==> src/rtl/gpio_cmd_responder.sv <==
// Host command responder driven over a toggle-handshake GPIO word.
// Decodes image/kernel writes, convolution start, result reads, status and soft reset.
module gpio_cmd_responder #(
  parameter int GPIO_D     = 32,
  parameter int BIT_LEN    = 8,
  parameter int NB_ADDRESS = 10,
  parameter int RAM_WIDTH  = 13,
  parameter int M_LEN      = 3
) (
  input  logic                            CLK100MHZ,
  input  logic                            i_reset,
  input  logic [GPIO_D-1:0]               i_gpio_data,
  output logic [GPIO_D-1:0]               o_gpio_data,
  output logic                            o_mem_wr_en,
  output logic [NB_ADDRESS-1:0]           o_mem_addr,
  output logic [BIT_LEN-1:0]              o_mem_data,
  output logic                            o_mem_rd_en,
  input  logic [RAM_WIDTH-1:0]            i_mem_rd_data,
  output logic [M_LEN*M_LEN*BIT_LEN-1:0]  o_kernel,
  output logic                            o_conv_start,
  input  logic                            i_conv_done,
  output logic                            o_soft_reset,
  output logic                            o_led
);

  localparam int KCOUNT = M_LEN * M_LEN;
  localparam logic [NB_ADDRESS-1:0] K_LAST = NB_ADDRESS'(KCOUNT - 1);

  localparam logic [2:0] OP_NOP      = 3'b000;
  localparam logic [2:0] OP_SOFT_RST = 3'b001;
  localparam logic [2:0] OP_WR_IMG   = 3'b010;
  localparam logic [2:0] OP_WR_KER   = 3'b011;
  localparam logic [2:0] OP_START    = 3'b100;
  localparam logic [2:0] OP_RD_RES   = 3'b101;
  localparam logic [2:0] OP_STATUS   = 3'b110;

  typedef enum logic [2:0] {IDLE, EXEC, RD_WAIT, RST_HOLD, ACK} state_t;

  state_t state_reg, state_next;

  logic [GPIO_D-1:0]     sync1_reg, sync2_reg;
  logic                  last_toggle_reg;
  logic [2:0]            op_reg;
  logic                  toggle_reg;
  logic [NB_ADDRESS-1:0] addr_reg;
  logic [BIT_LEN-1:0]    data_reg;
  logic [1:0]            cnt_reg;
  logic                  busy_reg, error_reg, ack_reg, rd_ok_reg;
  logic [RAM_WIDTH-1:0]  result_reg;
  logic [BIT_LEN-1:0]    coef_reg [KCOUNT];

  logic new_cmd, wr_en, rd_en, conv_start, soft_reset, ker_load, set_error, soft_clr;
  logic unused_sync;

  assign unused_sync = ^sync2_reg;
  assign new_cmd = (state_reg == IDLE) && (sync2_reg[28] != last_toggle_reg);

  always_ff @(posedge CLK100MHZ or posedge i_reset) begin
    if (i_reset) state_reg <= IDLE;
    else         state_reg <= state_next;
  end

  always_comb begin
    state_next = state_reg;
    wr_en      = 1'b0;
    rd_en      = 1'b0;
    conv_start = 1'b0;
    soft_reset = 1'b0;
    ker_load   = 1'b0;
    set_error  = 1'b0;
    soft_clr   = 1'b0;
    case (state_reg)
      IDLE: if (new_cmd) state_next = EXEC;
      EXEC: begin
        state_next = ACK;
        case (op_reg)
          OP_SOFT_RST: begin
            state_next = RST_HOLD;
            soft_clr   = 1'b1;
          end
          OP_RD_RES: begin
            // Rejected reads still walk RD_WAIT so the ack timing stays uniform.
            state_next = RD_WAIT;
            if (busy_reg) set_error = 1'b1;
            else          rd_en     = 1'b1;
          end
          OP_WR_IMG: begin
            if (busy_reg) set_error = 1'b1;
            else          wr_en     = 1'b1;
          end
          OP_WR_KER: begin
            if (busy_reg || addr_reg > K_LAST) set_error = 1'b1;
            else                               ker_load  = 1'b1;
          end
          OP_START: begin
            if (busy_reg) set_error  = 1'b1;
            else          conv_start = 1'b1;
          end
          OP_NOP, OP_STATUS: ;
          default: set_error = 1'b1;
        endcase
      end
      RD_WAIT: if (cnt_reg == 2'd1) state_next = ACK;
      RST_HOLD: begin
        soft_reset = 1'b1;
        if (cnt_reg == 2'd3) state_next = ACK;
      end
      ACK:     state_next = IDLE;
      default: state_next = IDLE;
    endcase
  end

  always_ff @(posedge CLK100MHZ or posedge i_reset) begin
    if (i_reset) begin
      sync1_reg       <= '0;
      sync2_reg       <= '0;
      last_toggle_reg <= 1'b0;
      op_reg          <= '0;
      toggle_reg      <= 1'b0;
      addr_reg        <= '0;
      data_reg        <= '0;
      cnt_reg         <= '0;
      busy_reg        <= 1'b0;
      error_reg       <= 1'b0;
      ack_reg         <= 1'b0;
      rd_ok_reg       <= 1'b0;
      result_reg      <= '0;
    end else begin
      sync1_reg <= i_gpio_data;
      sync2_reg <= sync1_reg;
      if (new_cmd) begin
        op_reg     <= sync2_reg[31:29];
        toggle_reg <= sync2_reg[28];
        addr_reg   <= sync2_reg[8 +: NB_ADDRESS];
        data_reg   <= sync2_reg[BIT_LEN-1:0];
      end
      if (state_reg == EXEC) begin
        cnt_reg   <= '0;
        rd_ok_reg <= rd_en;
      end else if (state_reg == RD_WAIT || state_reg == RST_HOLD) begin
        cnt_reg <= cnt_reg + 2'd1;
      end
      if (soft_clr) begin
        busy_reg <= 1'b0;
      end else begin
        if (i_conv_done) busy_reg <= 1'b0;
        if (conv_start)  busy_reg <= 1'b1;
      end
      if (soft_clr)       error_reg <= 1'b0;
      else if (set_error) error_reg <= 1'b1;
      if (soft_clr)
        result_reg <= '0;
      else if (state_reg == RD_WAIT && state_next == ACK && rd_ok_reg)
        result_reg <= i_mem_rd_data;
      // Ack becomes visible on entry to ACK; the host-side toggle is retired on exit.
      if (state_reg != ACK && state_next == ACK) ack_reg <= toggle_reg;
      if (state_reg == ACK) last_toggle_reg <= toggle_reg;
    end
  end

  generate
    for (genvar gi = 0; gi < KCOUNT; gi++) begin : g_coef
      always_ff @(posedge CLK100MHZ or posedge i_reset) begin
        if (i_reset)
          coef_reg[gi] <= '0;
        else if (soft_clr)
          coef_reg[gi] <= '0;
        else if (ker_load && addr_reg == NB_ADDRESS'(gi))
          coef_reg[gi] <= data_reg;
      end
      assign o_kernel[gi*BIT_LEN +: BIT_LEN] = coef_reg[gi];
    end
  endgenerate

  always_comb begin
    o_gpio_data                  = '0;
    o_gpio_data[31]              = ack_reg;
    o_gpio_data[30]              = busy_reg;
    o_gpio_data[29]              = error_reg;
    o_gpio_data[RAM_WIDTH-1:0]   = result_reg;
  end

  assign o_mem_wr_en  = wr_en;
  assign o_mem_rd_en  = rd_en;
  assign o_mem_addr   = addr_reg;
  assign o_mem_data   = data_reg;
  assign o_conv_start = conv_start;
  assign o_soft_reset = soft_reset;
  assign o_led        = busy_reg;

endmodule

==> config.mk <==
export PLATFORM = sky130hd
export DESIGN_NAME = gpio_cmd_responder
export DESIGN_NICKNAME = d
export VERILOG_FILES = /design/src/rtl/gpio_cmd_responder.sv
export SDC_FILE = /design/constraint.sdc
export NUM_CORES = 1
export LEC_CHECK = 0
export BUFFER_PORTS_ARGS = -buffer_cell sky130_fd_sc_hd__buf_2
export CORE_UTILIZATION = 41
export DETAILED_ROUTE_END_ITERATION = 12
export PLACE_DENSITY_LB_ADDON = 0.08
export SYNTH_ARGS = -nofsm -noshare
export SYNTH_HDL_FRONTEND = slang
export SYNTH_SLANG_ARGS = --single-unit
==> constraint.sdc <==
create_clock -name CLK100MHZ -period 8.6 [get_ports CLK100MHZ]
set_input_delay 0.43 -clock CLK100MHZ [delete_from_list [all_inputs] [get_ports CLK100MHZ]]
set_output_delay 0.43 -clock CLK100MHZ [all_outputs]
set_load 0.005 [all_outputs]
==> summary.txt <==
CTS max path bufs = 2
Clock Power Share = 33.9%
worst min-delay path class = primary input to asynchronous set/reset pin
die area = 15840 um2
final setup violating endpoints = 0
Leakage = 4.303 nW
CTS tree = done
Place WS = 6.005 ns
Sequential Power Share = 44.5%
initial detailed-routing violation count = 212
RSZ-0062 raised after global routing = false
DRC Markers = 0
cts repair resizes = 0
first-pass GRT wire length = 21780 um
Rows = 44
sw power = 0.6911 mW
fin crit share = 30.46%
routed wire length = 13500 um
crit-path cells = or3b_1, or3_2, buf_4, nand2_1, mux2i_1
Post-synth EDFFs = 0
Overflow after GRT = 0
Mapped Cells = 471
fmax = 381.8 MHz
Total Power = 2.208 mW
Slew Limit Fails = 0
Area Growth Syn to Fin = 21.92%
clk sinks = 161
Cell Pwr Density = 287.9 nW/um2
Hold Buf Count CTS = 0
synthesized area = 6291 um2
post-synth cell types = 44
max reg flops = 72
Hold Slack = 0.1015 ns
Net Sw Frac = 31.30%
part of the power in combinational logic = 21.6%
Critical Path AT = 2.91 ns
HPWL after DPL = 9107 um
sequential fraction of the synthesis area = 64.04%
gpl congestion = 0.7675
layout cell share with drive strength beyond 1 = 35.30%
Nets = 663
clk_lat worst skew = 0.43 ns
total core area = 14750 um2
Ys Warns = 0
Post-CTS Setup Bufs = 0
Slowest cell on crit path = dfrtp_1
FF-to-FF Start = state_reg[0]$_DFF_PP0_
Die Y-Extent = 125.9 um
number of synthesized register bits = 161
Ports = 175
Max H-tree Level = 4
CP endpoint kind = flip-flop
Antenna Nets Post-Route = 0
Fin. Hold Viols = 0
Async SR Flop Fraction = 100.0%
Worst Tran Pin Value = 1.011 ns
CTS Root Cell = clkbuf_16
vias per cell = 4.880
max_cap viols = 0
GR Util All Layers = 18.37%
Final WS setup = 5.981 ns
Chip Width = 125.9 um
status = completed
Vias = 3958
Worst Path Required = 8.89 ns
CTS clk-pin slew, worst paths = 0.06 ns
CTS Buf Count = 17
Slew headroom = 32.57%
Port-buffer cells = 148
Crit Path Class = flip-flop to flip-flop
Worst setup SP type = flip-flop
Setup TNS Final = 0 ns
drt wl/cell = 16.65 um
DR pass1 iterations = 4
Synth Flop Type = dfrtp_1
maximum vdd drop = 0.0001623 V
initial antenna violation count = 0
Clock Skews = 0.01026 ns
Initial Util = 42.64%
min cycle time layout = 2.619 ns
syn avg cell area = 13.36 um2
CP max stage delay = 0.53 ns
Worst Setup SP = state_reg[0]$_DFF_PP0_
internal power = 1.517 mW
Max FO, Critical Path = 81
largest net degree at the start of global routing = 83
vias in the first global route = 3946
==> area by class of cell <==
type / instances / area (um2)
clock buffer: 20 / 456.7
multi-input combinational: 277 / 2032
fill: 1320 / 7084
timing repair buffer: 151 / 763.2
clock inverter: 12 / 132.6
tap: 184 / 230.2
sequential: 161 / 4029
antenna: 1 / 2.502
inverter: 5 / 23.77
==> cell usage in the layout (no fill, tap or decap), drive strengths merged, types with 3 or more instances in the layout <==
cell type  count
a21oi          3
nand2         89
dfrtp        161
mux2i         73
o21ai          8
nor2b          3
nand2b         5
nand4          3
clkinv         5
clkbuf        20
conb          16
buf          151
inv            7
nor2           6
clkinvlp       3
nor3           6
mux2          23
a22o          13
==> cell families after synthesis <==
| kind of cell | count (synthesis) | synth area share [%] |
|---|---|---|
| flip-flops | 161 | 64.04 |
| AND/OR/NAND/NOR | 132 | 11.63 |
| multiplexers | 96 | 15.73 |
| buffers and inverters | 48 | 4.574 |
| AO/OA/AOI/OAI | 30 | 3.421 |
| adder cells (fa/ha/maj) | 2 | 0.3977 |
| other | 1 | 0.05961 |
| XOR/XNOR | 1 | 0.1392 |
==> worst paths after layout <==
kind / endpoint / slack (ns) / depth (start not counted)
max reg2reg: o_kernel[14]$_DFFE_PP0P_ / 5.98 / 5
min reg2reg: sync2_reg[11]$_DFF_PP0_ / 0.35 / 0
max: o_kernel[14]$_DFFE_PP0P_ / 5.98 / 5
max in group asynchronous: o_mem_data[2]$_DFFE_PP0P_ / 6.96 / 3
min: result_reg[5]$_DFFE_PP0P_ / 0.10 / 2
min in group CLK100MHZ: sync1_reg[0]$_DFF_PP0_ / 0.11 / 1
==> metal layers <==
layer | track usage (%) | vias to the layer above | routed length (um)
met5 | 0 | - | 0
met1 | 24.55 | 1978 | 6077
met3 | 5.820 | 14 | 737
li1 | - | 1861 | -
met4 | 7.087 | 0 | 197
met2 | 28.01 | 105 | 6488
==> per-stage QoR <==
step / utilization, % / area, um2 / std cells
finish: 51.98 / 7670 / 811
global route: 51.97 / 7667 / 810
global placement: 47.97 / 7078 / 778
floorplan: - / 6347 / 486
detailed placement: 47.97 / 7078 / 778
CTS: 51.97 / 7667 / 810
==> power groups by stage <==
stage / Sequential (mW) / Combinational [mW] / Clock, mW
after global placement: 0.989 / 0.480 / 0
after CTS: 0.983 / 0.490 / 0.765
after global routing: 1.00 / 0.526 / 0.798
final: 0.983 / 0.477 / 0.748
after detailed placement: 0.994 / 0.489 / 0
after floorplan: 0.960 / 0.336 / 0
==> worst max-delay path, delay by kind of cell (launching register included) <==
family / cells / cell delay (ns)
simple gates: 3 / 1.37
flops: 1 / 0.53
buf+inv: 1 / 0.39
mux: 1 / 0.13
==> cells in the mapped netlist (2+ instances only) <==
| cell | instances | share of area [%] |
|---|---|---|
| a21oi_1 | 3 | 0.24 |
| dfrtp_1 | 161 | 64 |
| nand3b_1 | 2 | 0.24 |
| nor4_4 | 2 | 0.68 |
| nor3b_1 | 2 | 0.24 |
| buf_6 | 2 | 0.36 |
| buf_2 | 11 | 0.88 |
| clkbuf_1 | 7 | 0.42 |
| nand2_4 | 7 | 1.3 |
| inv_1 | 5 | 0.30 |
| nor2b_1 | 3 | 0.30 |
| nor3_1 | 6 | 0.48 |
| a22o_1 | 13 | 1.8 |
| mux2i_1 | 73 | 12 |
| o21ai_0 | 8 | 0.64 |
| ha_1 | 2 | 0.40 |
| nor2_1 | 6 | 0.36 |
| and3_1 | 2 | 0.20 |
| nand2b_1 | 5 | 0.50 |
| mux2_2 | 23 | 4.1 |
| buf_1 | 2 | 0.12 |
| nand2_1 | 82 | 4.9 |
| nand4_2 | 3 | 0.60 |
| buf_4 | 21 | 2.5 |
Power figures use the tool's default switching activity.
